### config.mk
export PLATFORM = sky130hd
export DESIGN_NAME = vref_profile_gen
export DESIGN_NICKNAME = d
export VERILOG_FILES = /design/src/rtl/vref_profile_gen.sv
export SDC_FILE = /design/constraint.sdc
export NUM_CORES = 1
export LEC_CHECK = 0
export BUFFER_PORTS_ARGS = -buffer_cell sky130_fd_sc_hd__buf_2
export CORE_UTILIZATION = 35
export DETAILED_ROUTE_END_ITERATION = 6
export GPL_TIMING_DRIVEN = 0
export PLACE_DENSITY = 0.59
export SETUP_SLACK_MARGIN = 0.3
export SLEW_MARGIN = 25
export SYNTH_ARGS = -nofsm -noshare
export SYNTH_HDL_FRONTEND = slang
export SYNTH_SLANG_ARGS = --single-unit
### constraint.sdc
create_clock -name clk_100m -period 6.5 [get_ports clk_100m]
set_clock_uncertainty 0.2 [all_clocks]
set_input_delay 0 -clock clk_100m [delete_from_list [all_inputs] [get_ports clk_100m]]
set_output_delay 0 -clock clk_100m [all_outputs]
set_load 0.03 [all_outputs]
### src/rtl/vref_profile_gen.sv
// Programmable multi-level reference generator for the 3LFCC control loop.
// Steps through a level table per mode, with optional per-cycle slew limiting of vref_o.
module vref_profile_gen #(
  parameter int DATA_W      = 16,
  parameter int NUM_LEVELS  = 4,
  parameter int STEP_CYCLES = 1000000,
  parameter int IDX_W       = (NUM_LEVELS > 1) ? $clog2(NUM_LEVELS) : 1,
  parameter int CNT_W       = $clog2(STEP_CYCLES)
) (
  input  logic                           clk_100m,
  input  logic                           rst_ni,
  input  logic                           en_i,
  input  logic [1:0]                     mode_i,
  input  logic [IDX_W-1:0]               sel_i,
  input  logic [NUM_LEVELS*DATA_W-1:0]   levels_i,
  input  logic [DATA_W-1:0]              slew_i,
  output logic [DATA_W-1:0]              vref_o,
  output logic [IDX_W-1:0]               idx_o,
  output logic                           step_o,
  output logic                           settled_o,
  output logic                           done_o
);

  // mode     | meaning
  // TRIANGLE | bounce between level 0 and the top level
  // SAWTOOTH | climb, then wrap from the top level to 0
  // SINGLE   | climb once and hold at the top level
  // MANUAL   | index follows sel_i every cycle, dwell counter parked at 0
  typedef enum logic [1:0] {
    MODE_TRI    = 2'd0,
    MODE_SAW    = 2'd1,
    MODE_SINGLE = 2'd2,
    MODE_MANUAL = 2'd3
  } mode_e;

  localparam logic [IDX_W-1:0] LAST     = IDX_W'(NUM_LEVELS - 1);
  localparam logic [IDX_W-1:0] PEN      = IDX_W'((NUM_LEVELS > 1) ? NUM_LEVELS - 2 : 0);
  localparam logic [CNT_W-1:0] CNT_LAST = CNT_W'(STEP_CYCLES - 1);

  mode_e mode;
  assign mode = mode_e'(mode_i);

  logic [DATA_W-1:0] lvl [NUM_LEVELS];
  for (genvar k = 0; k < NUM_LEVELS; k++) begin : g_lvl
    assign lvl[k] = levels_i[k*DATA_W +: DATA_W];
  end

  logic [CNT_W-1:0]  cnt_q, cnt_d;
  logic [IDX_W-1:0]  idx_q, idx_d;
  logic              dir_down_q, dir_down_d;
  logic [DATA_W-1:0] target_q, target_d;
  logic [DATA_W-1:0] vref_q, vref_d;
  logic              step_q, done_q, done_d;
  logic              upd;
  logic [DATA_W:0]   diff;

  always_comb begin
    cnt_d      = cnt_q;
    idx_d      = idx_q;
    dir_down_d = dir_down_q;
    done_d     = done_q;
    upd        = 1'b0;
    if (mode == MODE_MANUAL) begin
      cnt_d  = '0;
      done_d = 1'b0;
      idx_d  = (sel_i > LAST) ? LAST : sel_i;
      upd    = (idx_d != idx_q);
    end else begin
      if (mode != MODE_SINGLE) done_d = 1'b0;
      if (en_i) begin
        if (cnt_q == CNT_LAST) begin
          cnt_d = '0;
          case (mode)
            MODE_TRI: begin
              upd = 1'b1;
              if (NUM_LEVELS == 1) begin
                idx_d = '0;
              end else if (!dir_down_q) begin
                if (idx_q == LAST) begin
                  dir_down_d = 1'b1;
                  idx_d      = PEN;
                end else begin
                  idx_d = idx_q + IDX_W'(1);
                end
              end else begin
                if (idx_q == '0) begin
                  dir_down_d = 1'b0;
                  idx_d      = IDX_W'(1);
                end else begin
                  idx_d = idx_q - IDX_W'(1);
                end
              end
            end
            MODE_SAW: begin
              upd   = 1'b1;
              idx_d = (idx_q == LAST) ? '0 : idx_q + IDX_W'(1);
            end
            MODE_SINGLE: begin
              if (idx_q == LAST) begin
                done_d = 1'b1;
              end else begin
                upd   = 1'b1;
                idx_d = idx_q + IDX_W'(1);
                if (idx_d == LAST) done_d = 1'b1;
              end
            end
            default: ;
          endcase
        end else begin
          cnt_d = cnt_q + CNT_W'(1);
        end
      end
    end
    target_d = upd ? lvl[idx_d] : target_q;
  end

  // Slew limiter works on the registered target, so vref trails target by one edge
  always_comb begin
    diff   = '0;
    vref_d = vref_q;
    if (target_q >= vref_q) diff = {1'b0, target_q} - {1'b0, vref_q};
    else                    diff = {1'b0, vref_q} - {1'b0, target_q};
    if (slew_i == '0 || diff <= {1'b0, slew_i}) vref_d = target_q;
    else if (target_q > vref_q)                  vref_d = vref_q + slew_i;
    else                                         vref_d = vref_q - slew_i;
  end

  always_ff @(posedge clk_100m or negedge rst_ni) begin
    if (!rst_ni) begin
      cnt_q      <= '0;
      idx_q      <= '0;
      dir_down_q <= 1'b0;
      target_q   <= '0;
      vref_q     <= '0;
      step_q     <= 1'b0;
      done_q     <= 1'b0;
    end else begin
      cnt_q      <= cnt_d;
      idx_q      <= idx_d;
      dir_down_q <= dir_down_d;
      target_q   <= target_d;
      vref_q     <= vref_d;
      step_q     <= upd;
      done_q     <= done_d;
    end
  end

  assign vref_o    = vref_q;
  assign idx_o     = idx_q;
  assign step_o    = step_q;
  assign done_o    = done_q;
  assign settled_o = (vref_q == target_q);

endmodule

==> Word-level counts from Yosys, hierarchy flattened <==
Index checks and enable logic that the tools add are counted.
{ "totals": {"ff_bits": 57, "inputBits": 87, "out_inout_bits": 21, "elab_cells": 71} }
{ "classes": {"add_sub_neg": 7, "magnitude_cmp": 5, "n_eq_ne": 9, "muxes": 34, "bitwise_logic": 2, "n_reduce_logical": 7} }
{ "ops": {"columns": ["op", "n"], "rows": [
  ["$mux W16", 4],
  ["$mux W20", 3],
  ["$sub A16 B16 Y17", 2],
  ["$bmux W16 S2", 1],
  ["$add A20 B1 Y20 const B", 1],
  ["$eq A20 B20 Y1 const B", 1],
  ["$mux W2", 9],
  ["$le A17 B16 Y1", 1],
  ["$mux W17", 1],
  ["$add A16 B16 Y16", 1],
  ["$eq A16 B16 Y1", 1],
  ["$ge A16 B16 Y1", 1],
  ["$gt A16 B16 Y1", 1],
  ["$logic_not A16 Y1", 1],
  ["$sub A16 B16 Y16", 1],
  ["$mux W1", 14],
  ["$eq A2 B2 Y1 const B", 4],
  ["$pmux W2 S3", 1],
  ["$logic_not A2 Y1", 2],
  ["$reduce_and A4 Y1", 1],
  ["$ge A3 B3 Y1 const B", 1],
  ["$not A2 Y3", 1],
  ["$add A2 B1 Y2 const B", 1],
  ["$eq A2 B1 Y1 const B", 1],
  ["9 further kinds", 9]
]} }

==> Logic depth before layout (Yosys ltp) <==
Gate-level depths: netlist of the first run.
{ "depth": {"depth_word": 11, "mapped_depth": 24, "mapped_depth_nobuf": 20} }

==> Worst setup path after synthesis of the first run <==
No wires, ideal clock.
{ "synth_timing": {"path_kind": "register -> register", "start": "reg vref_q[14] (netlist: vref_o[14])", "end": "reg vref_q[10] (netlist: vref_o[10])", "setup_time_ps": 131, "arrival_ps": 4657, "required_time_ps": 6169, "setup_slack_ps": 1512, "stages_incl_launch_ff": 23, "n_path_buf": 5, "synth_period_minus_slack_ps": 4988, "cell_sequence": "dfrtp_1 inv_1 ha_1 buf_2 and3_1 nand2_1 nor4_1 nor2b_1 a31oi_4 buf_2 clkbuf_1 mux2_2 ha_1 nand4_1 nor2_1 nor2_1 a211o_1 o2111ai_1 a21oi_1 a32o_1 buf_2 buf_2 mux2i_1"} }
{ "synth_via": {"elab_chain_cells": 5, "word_cells_on_any_way": 9, "classes_between": "add/sub (2); order compare (3); mux (3); reduce/logical (1)"} }
{ "synth_rtl": {"columns": ["item", "line", "source"], "rows": [
  ["from (decl)", "52", "logic [DATA_W-1:0] vref_q, vref_d;"],
  ["from (signal assigned)", "142", "vref_q <= vref_d;"],
  ["$sub A16 B16 Y17 (tied with other cells)", "122", "else diff = {1'b0, vref_q} - {1'b0, target_q};"],
  ["$mux W17", "121", "if (target_q >= vref_q) diff = {1'b0, target_q} - {1'b0, vref_q};"],
  ["$le A17 B16 Y1", "123", "if (slew_i == '0 || diff <= {1'b0, slew_i}) vref_d = target_q;"],
  ["$logic_or A1 B1 Y1", "123", null],
  ["$mux W16 *", "123", null],
  ["named net vref_d[10]", "52", null]
]} }
The timed path passes the listed nets; every way through them passes the cells marked *.
A chain may end at the register's enable or synchronous reset.

==> Worst setup path after layout of the first run <==
{ "layout_timing": {"start": "reg vref_q[10] (netlist: vref_o[10])", "end": "reg vref_q[5] (netlist: vref_o[5])"} }
The elaborated chain is that of the path after synthesis.

==> flow_metrics.env, run 1 <==
export IMPL_grt_overflow=0
export IMPL_syn_area_per_cell_um2=9.11
export IMPL_totalWireLength_um=16300
export IMPL_crit_chain="inv_1 > ha_1 > clkbuf_1 > nand3_1 > nor4_2 > nor2b_1 > a31oi_4 > buf_2 > mux2i_1 > a31o_2 > a21oi_1 > xnor2_1 > ha_1 > a21o_1 > a21o_1 > a21oi_1 > o2111ai_1 > a21oi_1 > a32o_1 > buf_2 > clkbuf_4 > mux2i_1"
export IMPL_holdPathStages=4
export IMPL_clkTransAtPathRegs_ps=50
export IMPL_initial_utilization=0.361
export IMPL_setup_worst_path_end_class="register"
export IMPL_multi_input_area_mm2=0.00425
export IMPL_cp_slowest_cell="dfrtp_1"
export IMPL_htree_levels=3
export IMPL_netlist_area_mm2=0.00603
export IMPL_critPathMaxStageDelay_ps=490
export IMPL_final_cell_mix="buf_2, ha_1, inv_1, dfrtp_1, a21oi_1"
export IMPL_path_buf_inv=5
export IMPL_critPathKind="reg2reg"
export IMPL_grt_pass1_vias=5230
export IMPL_worstRegToRegCells=22
export IMPL_crit_fanout=10
export IMPL_arrival_ps=5840
export IMPL_die_h_um=133
export IMPL_yosysUniqueCellTypes=65
export IMPL_drc=0
export IMPL_fp_coreArea_mm2=0.0167
export IMPL_ys_ff_latch=57
export IMPL_numCtsBuffers=9
export IMPL_status="finished, final reports clean"
export IMPL_syn_inst=662
export IMPL_clk_latency_ps=330
export IMPL_finalSetupViolCount=0
export IMPL_die_w_um=133
export IMPL_worst_slack_ps=707
export IMPL_fin_crit_ps=5790
export IMPL_layout_commonest_cell="buf_2"
export IMPL_cp_top_family="compound AO/OA/AOI/OAI gates"
export IMPL_drive_above_1_share=0.228
export IMPL_clkSinkCount=57
export IMPL_ys_seq_area_frac=0.237
export IMPL_clockRootBuffer="clkbuf_16"
export IMPL_num_io_pins=108
export IMPL_yosys_warnings=0
export IMPL_synth_flop_cell="dfrtp_1"
export IMPL_worstReg2RegEnd="vref_o[5]"
export IMPL_cp_start_kind="register"
export IMPL_fmaxAchievable_mhz=173
export IMPL_reg2reg_setup_slack_ps=710
export IMPL_fin_crit_sh=0.891
export IMPL_yosys_area_top_type_share=0.237
export IMPL_grt_pass1_wl_um=26100
export IMPL_antenna_found_initial=0
export IMPL_slew_headroom=0.427
export IMPL_area_growth_pct=25.0
export IMPL_hold_path_class="in2reg"
export IMPL_ant_nets=0
export IMPL_hold_viol_final=0
export IMPL_routedWlPerCell_um=15.6
export IMPL_io_buffers=107
export IMPL_async_flop_share=1.00
export IMPL_rsz0062_at_grt="no"
export IMPL_fin_tns_setup_ps=0
export IMPL_hold_start="sel_i[0]"
export IMPL_r2r_start="vref_o[10]"
export IMPL_dp_slack_ps=364
export IMPL_num_vias=5423
export IMPL_synth_nets=822
export IMPL_final_net_count=981
export IMPL_viasPerCell=5.19
export IMPL_synth_edf_count=0
export IMPL_regArea_mm2=0.00143
export IMPL_grt_max_degree=58
export IMPL_tightest_slew_ps=838
export IMPL_cts_tree="done"
export IMPL_cp_common_cell="a21oi_1"
export IMPL_drv_cap=0
export IMPL_fillers=1686
export IMPL_drt_pass1_iterations=5
export IMPL_whs_endpoint="idx_o[0]"
export IMPL_drv_slew=0
export IMPL_track_usage=0.187
export IMPL_design_die_area_mm2=0.0178
export IMPL_cp_required_ps=6540
export IMPL_dpl_hpwl_um=12700
export IMPL_n_antenna_cell=0
export IMPL_synth_top_area_cell="dfrtp_1"
export IMPL_rows=47
export IMPL_synth_area_leaders="dfrtp_1, ha_1, a21oi_1"
export IMPL_cts_buffer_depth=2
export IMPL_dr_first_iter_drc_count=223
export IMPL_place_gp_congestion=0.835
[tightest hold or removal path: cells and delay by family]
family / cells / cell delay [ps]
AO/OA/AOI/OAI: 1 / 170
buffers and inverters: 3 / 370
[cell type report]
type                    count  area share
plain buffers              21      0.0136
well taps                 220      0.0365
inverters                  69      0.0344
multi-input cells         515       0.564
repair buffers            148       0.125
clock inverters             4     0.00598
flip-flops and latches     57       0.189
clock buffers              11      0.0309
[worst max-delay path by stage]
| stage | start | endpoint | slack [ps] | cells after the start |
|---|---|---|---|---|
| 2_1_floorplan | vref_o[14] | vref_o[10] | 1510 | 22 |
| 3_3_place_gp | vref_o[1] | vref_o[15] | 430 | 19 |
| 4_1_cts | vref_o[5] | vref_o[5] | 330 | 22 |
| 5_1_grt | vref_o[1] | vref_o[15] | 310 | 19 |
| 6_report | vref_o[10] | vref_o[5] | 710 | 22 |
| 3_5_place_dp | vref_o[5] | vref_o[5] | 360 | 22 |
[cell usage after synthesis, types with 4 or more instances]
cell,number
nor4_1,7
inv_1,68
buf_2,9
nand3_1,16
mux4_1,7
o21a_1,8
nand2b_1,4
xnor2_1,31
o21bai_1,5
ha_1,70
a31oi_1,11
xor2_1,15
or2_2,4
dfrtp_1,57
nand4_1,8
o21ai_0,48
clkbuf_1,11
and3_1,7
mux2_2,18
mux2_4,9
nor2b_1,12
and2_1,5
mux4_2,9
nor3_1,6
mux2i_1,23
a21oi_1,55
o31ai_1,4
nor2_1,29
a21o_1,19
nand2_1,36
[state kept, by name, indices dropped and copies added (netlist names)]
name,count
cnt_q,20
idx_o,2
done_o,1
target_q,16
dir_down_q,1
step_o,1
vref_o,16
[metrics by stage]
step	utilization	std cells	hold WS, ps	area [µm²]
finish	0.451	1045	43.2	7530
global route	0.451	1045	74.2	7530
CTS	0.449	1042	49.3	7500
detailed placement	0.410	989	-69.1	6840
global placement	0.410	989	179	6840
floorplan	-	662	-496	6030
[metal layers]
layer | global-route usage | share of wire | up-vias
li1 | - | - | 2730
met1 | 0.256 | 0.50 | 2558
met2 | 0.306 | 0.46 | 115
met3 | 0.0179 | 0.030 | 20
met4 | 0.0657 | 0.018 | 0
met5 | 0 | 0 | -
[cells by family after synthesis]
| kind of cell | share of synthesized area |
|---|---|
| simple gates | 0.126 |
| buf+inv | 0.0592 |
| fa+ha+maj | 0.155 |
| compound gates | 0.198 |
| mux | 0.158 |
| xor+xnor | 0.0668 |
| flops | 0.237 |
[timing repair]
action,CTS,global route
resized for setup,0,7
setup endpoints to repair,0,14
setup buffers,0,3
hold buffers,38,0
endpoints found under the hold margin,77,0
Power of run 1 is not shown: default switching activity piles up to over one toggle a cycle in this logic, so the estimate is an artifact.
==> inputs of run 2 (changes only) <==
--- a/config.mk
+++ b/config.mk
@@ -7,6 +7,7 @@
 export LEC_CHECK = 0
 export BUFFER_PORTS_ARGS = -buffer_cell sky130_fd_sc_hd__buf_2
 export CORE_UTILIZATION = 35
+export CTS_BUF_LIST = sky130_fd_sc_hd__clkbuf_8
 export DETAILED_ROUTE_END_ITERATION = 6
 export GPL_TIMING_DRIVEN = 0
 export PLACE_DENSITY = 0.59
==> run 2 against run 1 <==
Net effect: highest routed layer unchanged; design area is 1.3% lower; routed wire length shrank 0.11%; largest cell class unchanged; count of clock-buffer cells in the layout fell by 2; sequential share of layout area is 0.25 points higher; fmax about the same.
==> flow_metrics.env, run 2 (synthesized netlist as in run 1, its figures left out) <==
export IMPL_status="finished, final reports clean"
export IMPL_track_usage=0.187
export IMPL_die_w_um=133
export IMPL_finalSetupViolCount=0
export IMPL_drc=0
export IMPL_grt_max_degree=58
export IMPL_cp_required_ps=6560
export IMPL_design_die_area_mm2=0.0178
export IMPL_dpl_hpwl_um=12700
export IMPL_grt_pass1_wl_um=26200
export IMPL_routedWlPerCell_um=15.5
export IMPL_fp_coreArea_mm2=0.0167
export IMPL_grt_overflow=0
export IMPL_cp_start_kind="register"
export IMPL_largest_register_ffs=20
export IMPL_setup_worst_path_end_class="register"
export IMPL_critPathKind="reg2reg"
export IMPL_drv_cap=0
export IMPL_cts_buffer_depth=2
export IMPL_rsz0062_at_grt="no"
export IMPL_final_net_count=981
export IMPL_drive_above_1_share=0.228
export IMPL_clockRootBuffer="clkbuf_8"
export IMPL_crit_chain="inv_1 > ha_1 > clkbuf_1 > nand3_1 > nor4_2 > nor2b_1 > a31oi_4 > buf_2 > mux2i_1 > a31o_2 > a21oi_1 > xnor2_1 > ha_1 > a21o_1 > a21o_1 > a21oi_1 > o2111ai_1 > a21oi_1 > a32o_1 > buf_2 > clkbuf_4 > mux2i_1"
export IMPL_antenna_found_initial=1
export IMPL_multi_input_area_mm2=0.00425
export IMPL_num_vias=5425
export IMPL_hold_path_class="in2reg"
export IMPL_numCtsBuffers=9
export IMPL_slew_headroom=0.444
export IMPL_arrival_ps=5850
export IMPL_fmaxAchievable_mhz=173
export IMPL_largest_register="cnt_q"
export IMPL_cts_tree="done"
export IMPL_place_gp_congestion=0.835
export IMPL_clk_latency_ps=340
export IMPL_clkSinkCount=57
export IMPL_fin_crit_ps=5790
export IMPL_io_buffers=107
export IMPL_clkTransAtPathRegs_ps=70
export IMPL_fillers=1704
export IMPL_rows=47
export IMPL_critPathMaxStageDelay_ps=490
export IMPL_cp_slowest_cell="dfrtp_1"
export IMPL_fin_crit_sh=0.891
export IMPL_final_cell_mix="buf_2, inv_1, ha_1, dfrtp_1, a21oi_1"
export IMPL_layout_commonest_cell="buf_2"
export IMPL_cp_common_cell="a21oi_1"
export IMPL_grt_pass1_vias=5253
export IMPL_initial_utilization=0.361
export IMPL_num_io_pins=108
export IMPL_drt_pass1_iterations=5
export IMPL_regArea_mm2=0.00143
export IMPL_crit_fanout=10
export IMPL_tightest_slew_ps=814
export IMPL_htree_levels=3
export IMPL_dr_first_iter_drc_count=192
export IMPL_viasPerCell=5.19
export IMPL_die_h_um=133
export IMPL_hold_viol_final=0
export IMPL_drv_slew=0
export IMPL_totalWireLength_um=16300
export IMPL_fin_tns_setup_ps=0
export IMPL_ant_nets=0
export IMPL_area_growth_pct=23.3
## run 2: cell count changes in the layout (fill, tap and decap cells not counted), sizes merged
| cell | before | now |
|---|---|---|
| diode | 0 | 1 |
| inv | 68 | 70 |
| clkbuf | 23 | 21 |
## run 2: metal layers
| layer | vias up | part of all wire | GRT usage |
|---|---|---|---|
| li1 | 2731 | - | - |
| met1 | 2561 | 0.48 | 0.256 |
| met2 | 115 | 0.47 | 0.308 |
| met3 | 18 | 0.033 | 0.0171 |
| met4 | 0 | 0.016 | 0.0619 |
| met5 | - | 0 | 0 |
## run 2: area by class of cell
class	instances	area share
inverter	69	0.0348
multi-input combinational	515	0.572
antenna	1	0.000337
timing repair buffer	148	0.127
sequential	57	0.192
clock inverter	6	0.00707
clock buffer	9	0.0167
tap	220	0.0370
buffer	21	0.0138
## run 2: metrics by stage
step	setup WS, ps	hold slack [ps]	instances	utilization	area (µm²)
after floorplan	1510	-496	662	-	6030
after global placement	427	179	989	0.410	6840
after detailed placement	364	-69.1	989	0.410	6840
after CTS	328	32.4	1042	0.443	7400
after global routing	310	54.6	1046	0.445	7430
final	707	32.3	1046	0.445	7430
## run 2: worst max-delay path: cells and delay by family, from the launching register on
kind | cells | cell delay [ps]
xor gates and xnor gates | 1 | 290
buffers and inverters | 5 | 1360
muxes | 2 | 570
DFF | 1 | 490
adders and majority gates | 2 | 590
and+or+nand+nor | 3 | 660
AOI/OAI and AO/OA | 9 | 1540
## run 2: final timing paths
| check | cells past startpoint | endpoint | slack [ps] | from |
|---|---|---|---|---|
| worst min register to register | 1 | cnt_q[19] | 280 | cnt_q[19] |
| min in group asynchronous | 2 | cnt_q[9] | 60 | rst_ni |
| worst max-delay path | 22 | vref_o[5] | 710 | vref_o[10] |
| worst min-delay path | 4 | idx_o[0] | 30 | sel_i[0] |
| max in group asynchronous | 2 | target_q[0] | 5540 | rst_ni |
| worst max register to register | 22 | vref_o[5] | 710 | vref_o[10] |
## run 2: timing repair
item,4_1_cts,5_1_grt
setup buffers,0,3
hold endpoints to repair,78,0
gates resized for setup,0,7
setup endpoints to repair,0,14
hold buffers,38,0
Power of run 2 is left out for the same reason.
==> inputs of run 3 (changes only) <==
--- a/config.mk
+++ b/config.mk
@@ -9,8 +9,9 @@
 export CORE_UTILIZATION = 35
 export CTS_BUF_LIST = sky130_fd_sc_hd__clkbuf_8
 export DETAILED_ROUTE_END_ITERATION = 6
+export GPL_ROUTABILITY_DRIVEN = 0
 export GPL_TIMING_DRIVEN = 0
-export PLACE_DENSITY = 0.59
+export PLACE_DENSITY = 0.54
 export SETUP_SLACK_MARGIN = 0.3
 export SLEW_MARGIN = 25
 export SYNTH_ARGS = -nofsm -noshare
==> constraint.sdc (replaced) <==
create_clock -name clk_100m -period 6.5 [get_ports clk_100m]
set_clock_uncertainty 0.2 [all_clocks]
set_input_delay 0 -clock clk_100m [delete_from_list [all_inputs] [get_ports clk_100m]]
set_output_delay 0 -clock clk_100m [all_outputs]
set_load 0.005 [all_outputs]
==> run 3 against run 2 <==
Net effect: setup slack worse by 35 ps; final cell count up 0.19%; utilization up 0.38 points; highest routed layer unchanged.
==> flow_metrics.env, run 3 (synthesized netlist as in run 1, its figures left out) <==
export IMPL_status="finished, final reports clean"
export IMPL_die_h_um=133
export IMPL_cp_start_kind="register"
export IMPL_slew_headroom=0.446
export IMPL_multi_input_area_mm2=0.00425
export IMPL_arrival_ps=5870
export IMPL_cp_top_family="compound AO/OA/AOI/OAI gates"
export IMPL_drc=0
export IMPL_totalWireLength_um=17300
export IMPL_ant_nets=0
export IMPL_fmaxAchievable_mhz=172
export IMPL_viasPerCell=5.27
export IMPL_finalSetupViolCount=0
export IMPL_clockRootBuffer="clkbuf_8"
export IMPL_die_w_um=133
export IMPL_grt_overflow=0
export IMPL_dpl_hpwl_um=13400
export IMPL_largest_register="cnt_q"
export IMPL_hold_start="sel_i[0]"
export IMPL_clk_latency_ps=360
export IMPL_drive_above_1_share=0.231
export IMPL_track_usage=0.198
export IMPL_htree_levels=3
export IMPL_dr_first_iter_drc_count=213
export IMPL_routedWlPerCell_um=16.5
export IMPL_largest_register_ffs=20
export IMPL_drv_slew=0
export IMPL_rsz0062_at_grt="no"
export IMPL_grt_pass1_vias=5566
export IMPL_critPathKind="reg2reg"
export IMPL_path_buf_inv=2
export IMPL_numCtsBuffers=9
export IMPL_setup_worst_path_end_class="register"
export IMPL_design_die_area_mm2=0.0178
export IMPL_cts_buffer_depth=2
export IMPL_antenna_found_initial=0
export IMPL_cp_slowest_cell="o311ai_0"
export IMPL_grt_max_degree=58
export IMPL_hold_path_class="in2reg"
export IMPL_cts_tree="done"
export IMPL_crit_fanout=10
export IMPL_layout_commonest_cell="buf_2"
export IMPL_crit_chain="inv_1 > ha_1 > nor2b_1 > o21ai_0 > a21oi_1 > o31ai_4 > a311o_1 > clkbuf_1 > mux2i_1 > ha_1 > nor2b_1 > o21a_1 > o21ai_0 > a21oi_1 > o311ai_0 > a32oi_1 > a31o_2 > xnor2_1 > mux2i_1"
export IMPL_hold_viol_final=0
export IMPL_tightest_slew_ps=810
export IMPL_final_cells=1048
export IMPL_clkSinkCount=57
export IMPL_final_cell_mix="buf_2, ha_1, inv_1, dfrtp_1, a21oi_1"
export IMPL_grt_pass1_wl_um=27700
export IMPL_fp_coreArea_mm2=0.0167
export IMPL_r2r_start="vref_o[1]"
export IMPL_n_antenna_cell=0
export IMPL_fin_tns_setup_ps=0
export IMPL_initial_utilization=0.361
export IMPL_regArea_mm2=0.00143
export IMPL_drt_pass1_iterations=5
export IMPL_critPathLaunch="vref_o[1]"
export IMPL_critPathMaxStageDelay_ps=520
export IMPL_num_io_pins=108
export IMPL_fillers=1648
export IMPL_clkTransAtPathRegs_ps=70
export IMPL_rows=47
export IMPL_drv_cap=0
export IMPL_final_net_count=983
export IMPL_fin_crit_sh=0.897
export IMPL_cp_required_ps=6540
export IMPL_dp_cells=989
export IMPL_fin_crit_ps=5830
export IMPL_io_buffers=107
export IMPL_num_vias=5523
export IMPL_area_growth_pct=24.4
run 3: cell type report:
| class | instances | area share |
|---|---|---|
| multi-input combinational | 515 | 0.567 |
| sequential | 57 | 0.190 |
| timing repair buffer | 150 | 0.127 |
| tap | 220 | 0.0367 |
| inverter | 69 | 0.0345 |
| clock buffer | 11 | 0.0202 |
| buffer | 21 | 0.0132 |
| clock inverter | 5 | 0.0103 |
run 3: final timing paths:
path | slack [ps] | cells past startpoint | end
min in group asynchronous | 50 | 2 | cnt_q[10]
max reg2reg | 670 | 19 | vref_o[15]
max in group asynchronous | 5530 | 2 | vref_o[5]
min | 30 | 4 | idx_o[0]
max | 670 | 19 | vref_o[15]
min reg2reg | 300 | 1 | cnt_q[8]
run 3: what timing repair did:
item / in CTS / in global routing
buffers inserted: 0 / 5
gates resized for setup: 0 / 3
hold buffers: 38 / 0
endpoints found under the hold margin: 82 / 0
endpoints found under the setup margin: 0 / 14
run 3: stage by stage:
stage / util / instance area (µm²) / hold slack [ps] / setup WS, ps
6_report: 0.449 / 7500 / 26.0 / 672
2_1_floorplan: - / 6030 / -496 / 1700
4_1_cts: 0.446 / 7450 / 19.2 / 372
3_5_place_dp: 0.410 / 6840 / -60.9 / 411
3_3_place_gp: 0.410 / 6840 / 166 / 503
5_1_grt: 0.449 / 7500 / 53.2 / 337
run 3: worst register-to-register path: stages (launching register included):
cell and delay [ps]:
dfrtp_1 500, inv_1 130, ha_1 340, nor2b_1 150, o21ai_0 280, a21oi_1 200
o31ai_4 340, a311o_1 430, clkbuf_1 420, mux2i_1 370, ha_1 290, nor2b_1 130
o21a_1 180, o21ai_0 270, a21oi_1 150, o311ai_0 520, a32oi_1 250, a31o_2 310
xnor2_1 160, mux2i_1 90
run 3: metal layers:
metal,GRT usage,share of wire
met2,0.337,0.48
met4,0.0707,0.014
met1,0.258,0.47
met3,0.0240,0.037
met5,0,0
Power of run 3 is left out for the same reason.
